`config.mk`:
```
export PLATFORM = sky130hd
export DESIGN_NAME = ether_tx
export DESIGN_NICKNAME = d
export VERILOG_FILES = /design/src/rtl/ether_pkg.sv /design/src/rtl/crc32_dibit.sv /design/src/rtl/ether_tx.sv
export SDC_FILE = /design/constraint.sdc
export NUM_CORES = 1
export LEC_CHECK = 0
export BUFFER_PORTS_ARGS = -buffer_cell sky130_fd_sc_hd__buf_2
export CAP_MARGIN = 20
export CORE_UTILIZATION = 65
export CTS_CLUSTER_DIAMETER = 50
export DETAILED_ROUTE_END_ITERATION = 12
export HOLD_SLACK_MARGIN = 0.05
export PLACE_DENSITY = 0.83
export SYNTH_ARGS = -nofsm -noshare
export SYNTH_HDL_FRONTEND = slang
export SYNTH_SLANG_ARGS = --single-unit
```
`constraint.sdc`:
```
create_clock -name clk -period 5.98 [get_ports clk]
set_clock_uncertainty 0.2 [all_clocks]
set_input_delay 0.897 -clock clk [delete_from_list [all_inputs] [get_ports clk]]
set_output_delay 0.897 -clock clk [all_outputs]
set_load 0.005 [all_outputs]
```
`src/rtl/ether_pkg.sv`:
```
`default_nettype none
// +------------------------------------------------------------------+
// | ether_pkg: shared types, constants and CRC step for RMII framing |
// | Revision: 1.0                                                    |
// +------------------------------------------------------------------+
package ether_pkg;

    typedef enum logic [2:0] {
        IDLE     = 3'd0,
        PREAMBLE = 3'd1,
        SFD      = 3'd2,
        DATA     = 3'd3,
        FCS      = 3'd4,
        IFG      = 3'd5
    } tx_state_t;

    localparam logic [1:0]  PREAMBLE_DIBIT = 2'b01;
    localparam logic [1:0]  SFD_DIBIT      = 2'b11;
    localparam int          PREAMBLE_LEN   = 31;
    localparam int          FCS_DIBITS     = 16;
    localparam logic [31:0] CRC_POLY       = 32'hEDB88320;
    localparam logic [31:0] CRC_INIT       = 32'hFFFFFFFF;

    // Reflected CRC-32 advanced by one dibit, din[0] is the earlier bit.
    function automatic logic [31:0] crc32_dibit_next(input logic [31:0] crc_in,
                                                     input logic [1:0]  din);
        logic [31:0] c;
        c = crc_in;
        for (int i = 0; i < 2; i++) begin
            c = (c[0] ^ din[i]) ? ((c >> 1) ^ CRC_POLY) : (c >> 1);
        end
        return c;
    endfunction

endpackage
`default_nettype wire

```
`src/rtl/crc32_dibit.sv`:
```
`default_nettype none
// +------------------------------------------------------------------+
// | crc32_dibit: running Ethernet CRC-32 over a 2-bit/clk stream     |
// | Revision: 1.0                                                    |
// +------------------------------------------------------------------+
module crc32_dibit
    import ether_pkg::*;
(
    input  logic        clk,
    input  logic        rst_n,
    input  logic        clr,
    input  logic        en,
    input  logic [1:0]  din,
    output logic [31:0] crc
);

    logic [31:0] crc_q;
    logic [31:0] crc_d;

    // Clear wins over enable so a new frame never inherits stale state.
    always_comb begin
        crc_d = crc_q;
        if (clr) begin
            crc_d = CRC_INIT;
        end else if (en) begin
            crc_d = crc32_dibit_next(crc_q, din);
        end
    end

    always_ff @(posedge clk or negedge rst_n) begin
        if (!rst_n) begin
            crc_q <= CRC_INIT;
        end else begin
            crc_q <= crc_d;
        end
    end

    assign crc = crc_q;

endmodule
`default_nettype wire

```
`src/rtl/ether_tx.sv`:
```
`default_nettype none
// +------------------------------------------------------------------+
// | ether_tx: RMII transmit framer (preamble/SFD, payload, FCS, IFG) |
// | Revision: 1.0                                                    |
// +------------------------------------------------------------------+
module ether_tx
    import ether_pkg::*;
#(
    parameter bit APPEND_FCS = 1'b1,
    parameter int IFG_DIBITS = 48
) (
    input  logic       clk,
    input  logic       rst_n,
    input  logic       axiiv,
    input  logic [1:0] axiid,
    output logic       axiir,
    output logic       txen,
    output logic [1:0] txd,
    output logic       busy,
    output logic       runt
);

    localparam int CNT_W = ($clog2(IFG_DIBITS + 1) > 5) ? $clog2(IFG_DIBITS + 1) : 5;

    localparam logic [CNT_W-1:0] PRE_LAST = CNT_W'(PREAMBLE_LEN);
    localparam logic [CNT_W-1:0] FCS_LAST = CNT_W'(FCS_DIBITS - 1);
    localparam logic [CNT_W-1:0] IFG_LAST = CNT_W'(IFG_DIBITS - 1);

    tx_state_t        state_q, state_d;
    logic [CNT_W-1:0] cnt_q, cnt_d;
    logic [31:0]      fcs_sr_q, fcs_sr_d;
    logic             txen_q, txen_d;
    logic [1:0]       txd_q, txd_d;
    logic             busy_q, busy_d;
    logic             runt_q, runt_d;

    logic             w_crc_clr;
    logic             w_crc_en;
    logic [31:0]      w_crc;
    logic [31:0]      w_fcs;

    crc32_dibit u_crc (
        .clk   (clk),
        .rst_n (rst_n),
        .clr   (w_crc_clr),
        .en    (w_crc_en),
        .din   (axiid),
        .crc   (w_crc)
    );

    assign w_fcs = ~w_crc;
    assign axiir = (state_q == SFD) || (state_q == DATA);

    always_comb begin
        state_d   = state_q;
        cnt_d     = cnt_q;
        fcs_sr_d  = fcs_sr_q;
        txen_d    = txen_q;
        txd_d     = txd_q;
        busy_d    = busy_q;
        runt_d    = 1'b0;
        w_crc_clr = 1'b0;
        w_crc_en  = 1'b0;

        case (state_q)
            IDLE: begin
                txen_d = 1'b0;
                txd_d  = 2'b00;
                busy_d = 1'b0;
                // The start request is only a trigger; the dibit is consumed in SFD.
                if (axiiv) begin
                    state_d   = PREAMBLE;
                    cnt_d     = CNT_W'(1);
                    txen_d    = 1'b1;
                    txd_d     = PREAMBLE_DIBIT;
                    busy_d    = 1'b1;
                    w_crc_clr = 1'b1;
                end
            end

            PREAMBLE: begin
                if (cnt_q == PRE_LAST) begin
                    state_d = SFD;
                    cnt_d   = '0;
                    txd_d   = SFD_DIBIT;
                end else begin
                    cnt_d = cnt_q + CNT_W'(1);
                    txd_d = PREAMBLE_DIBIT;
                end
            end

            SFD, DATA: begin
                cnt_d = '0;
                if (axiiv) begin
                    state_d  = DATA;
                    txd_d    = axiid;
                    w_crc_en = 1'b1;
                end else begin
                    runt_d = (state_q == SFD);
                    if (APPEND_FCS) begin
                        // crc already covers every consumed dibit, so the FCS is final here.
                        state_d  = FCS;
                        txd_d    = w_fcs[1:0];
                        fcs_sr_d = {2'b00, w_fcs[31:2]};
                    end else begin
                        state_d = IFG;
                        txen_d  = 1'b0;
                        txd_d   = 2'b00;
                    end
                end
            end

            FCS: begin
                if (cnt_q == FCS_LAST) begin
                    state_d = IFG;
                    cnt_d   = '0;
                    txen_d  = 1'b0;
                    txd_d   = 2'b00;
                end else begin
                    cnt_d    = cnt_q + CNT_W'(1);
                    txd_d    = fcs_sr_q[1:0];
                    fcs_sr_d = {2'b00, fcs_sr_q[31:2]};
                end
            end

            IFG: begin
                txen_d = 1'b0;
                txd_d  = 2'b00;
                if (cnt_q == IFG_LAST) begin
                    state_d = IDLE;
                    cnt_d   = '0;
                    busy_d  = 1'b0;
                end else begin
                    cnt_d = cnt_q + CNT_W'(1);
                end
            end

            default: begin
                state_d = IDLE;
                cnt_d   = '0;
                txen_d  = 1'b0;
                txd_d   = 2'b00;
                busy_d  = 1'b0;
            end
        endcase
    end

    always_ff @(posedge clk or negedge rst_n) begin
        if (!rst_n) begin
            state_q  <= IDLE;
            cnt_q    <= '0;
            fcs_sr_q <= '0;
            txen_q   <= 1'b0;
            txd_q    <= 2'b00;
            busy_q   <= 1'b0;
            runt_q   <= 1'b0;
        end else begin
            state_q  <= state_d;
            cnt_q    <= cnt_d;
            fcs_sr_q <= fcs_sr_d;
            txen_q   <= txen_d;
            txd_q    <= txd_d;
            busy_q   <= busy_d;
            runt_q   <= runt_d;
        end
    end

    assign txen = txen_q;
    assign txd  = txd_q;
    assign busy = busy_q;
    assign runt = runt_q;

endmodule
`default_nettype wire

```
==> results.cfg <==
[run_status]
status = finished, final reports clean

[timing]
max_freq_mhz = 368
slew_viol_final = 0
slew_headroom = 0.392
hold_slack_ns = 0.286
worstMarginPinSlew_ns = 0.912
tns_ns = 0
fin_crit_ns = 2.72
final-hold-violation-count = 0
fin_crit_sh = 0.454
grt_setup_unrepaired = no
setup_viol = 0

[logic_synthesis]
synth_warnings = 0
synth_seq_cells = 76
ys.flop_type = dfrtp_1
syn_area_per_cell_um2 = 11.0
ys_top_cells_by_area = dfrtp_1 (30%), dfstp_2 (23%), mux2_1 (9.0%), o21ai_0 (4.8%), xnor2_1 (4.6%)
synthTopCellsByCount = dfrtp_1 (44), nand2_1 (39), o21ai_0 (35)
yosysMostFrequentCell = dfrtp_1
synth_seq_area_share = 0.537
synth_top_cell_by_area = dfrtp_1
synthDistinctLibCells = 43
synth_cells = 330
synthesis.area_um2 = 3620
syn-num-nets = 336
synth_top_area_frac = 0.304
async_reset_ff_frac = 1.00
synth_edf_count = 0

[die]
design.portCount = 11
fp.dieArea_um2 = 5870
rows = 26
die_w_um = 76.6
initial_core_util = 0.691
coreArea_um2 = 5240
die_h_um = 76.6

[global_routing]
grt_use_total = 0.270
grt_pass1_vias = 2411
antenna_found_initial = 0
grt_max_degree = 77
grt_overflow = 0
grt_pass1_wl_mm = 12.0

[detailed_routing]
dr.pass1.iters = 4
routedWlPerCell_um = 16.9
vias = 2446
viasPerCell = 6.00
drt_iter0_drc = 168
routed_wl_mm = 6.88
ant_nets = 0
route.detailed.drc = 0

[clock_tree]
htree_levels = 3
cts.sinks = 76
insertion_delay_ns = 0.35
cts_resized = 0
clkTransAtPathRegs_ns = 0.07
cts_root_buffer = clkbuf_8
cts_tree = yes
clk_path_buf_depth = 2
post_cts_buffers = 0
numCtsBuffers = 9
cts_hold_buf = 0

[worst_setup_path]
cp_slowest_cell = dfrtp_1
worst_ep_required_time_ns = 4.88
crit_family = flip-flops
crit_path_end_kind = primary output
cp.buffers_inverters = 1
crit_fanout = 16
critPathKind = register to primary output
path_cells = nor2b_1 -> buf_2
rrSetupSlack_ns = 3.43
cp-start-kind = register
critPathMaxStageDelay_ns = 0.70
arrival_ns = 1.62

[pwr]
p_per_area_nw_per_um2 = 261
p_comb_frac = 0.065
vdd_drop_max_v = 0.000179
seq_power_share = 0.537
p_sw_uw = 229
swShare = 0.225
p_leak_uw = 0.00169
power_uw = 1020
clockPowerShare = 0.398
power.internal_uw = 787

[layout]
fin_cells = 408
drive_above_1_share = 0.210
area_growth_pct = 7.57
fill_cells = 351
multi_input_area_um2 = 1580
insertedDiodeCount = 0
nNetsFinal = 340
regArea_um2 = 1940

[job]
cap_violations = 0

[placed_design]
gp_congestion = 0.815
dp.final_hpwl_mm = 4.17
port_buffers = 10
dp.cells = 393

[min_path]
hold_class = register to register
==> state kept, by name, summed over array words and instances, names as in the netlist <==
signal     count
busy           1
txd            2
u_crc.crc     32
cnt_q          6
fcs_sr_q      30
txen           1
state_q        3
runt           1
==> cell usage in the layout (no fill, tap or decap), drive strengths merged, types with 14 or more instances in the layout <==
master and count:
nand2 39, o21ai 36, mux2 29, nor2 26, a21oi 24, clkbuf 14
dfrtp 44, dfstp 32, xnor2 19
==> cell families after synthesis <==
group,Yosys count,synth area share
AND/OR/NAND/NOR,91,0.115
AO/OA/AOI/OAI,87,0.150
flip-flops,76,0.537
XOR/XNOR,22,0.0688
multiplexers,31,0.0958
buffers and inverters,22,0.0297
adder cells (fa/ha/maj),1,0.00346
==> area by class of cell <==
cell class / count / area share
Inverter: 2 / 0.00193
Multi-Input combinational cell: 232 / 0.405
Clock inverter: 1 / 0.00771
Timing Repair Buffer: 13 / 0.0193
Sequential cell: 76 / 0.499
Tap cell: 70 / 0.0225
Clock buffer: 14 / 0.0444
==> power groups by stage <==
stage | clock (uW) | sequential [uW] | combinational [uW]
4_1_cts | 409 | 545 | 67.4
3_3_place_gp | 0 | 554 | 64.6
2_1_floorplan | 0 | 551 | 46.8
5_1_grt | 426 | 547 | 73.2
3_5_place_dp | 0 | 554 | 66.6
6_report | 405 | 545 | 66.1
==> path summary, 6_finish.rpt <==
path / startpoint / endpoint / cells after the start
min in group asynchronous: rst_n / fcs_sr_q[21] / 1
hold reg to reg: fcs_sr_q[21] / fcs_sr_q[21] / 1
hold / removal: fcs_sr_q[21] / fcs_sr_q[21] / 1
max in group asynchronous: rst_n / txd[1] / 1
setup / recovery: state_q[1] / axiir / 2
setup reg to reg: state_q[1] / fcs_sr_q[19] / 5
==> metal layers <==
metal | wire length [um] | GRT usage
met1 | 3190 | 0.389
met4 | 125 | 0.131
met5 | 0 | 0
met3 | 302 | 0.0371
met2 | 3260 | 0.405
==> per-stage QoR <==
| step | area, um2 | setup slack, ns | util |
|---|---|---|---|
| 6_report | 3890 | 3.26 | 0.743 |
| 5_1_grt | 3890 | 3.19 | 0.743 |
| 4_1_cts | 3890 | 3.28 | 0.743 |
| 3_5_place_dp | 3690 | 3.27 | 0.704 |
| 3_3_place_gp | 3690 | 3.42 | 0.704 |
| 2_1_floorplan | 3620 | 3.86 | - |
No activity file was read; power rests on OpenSTA's default activity.
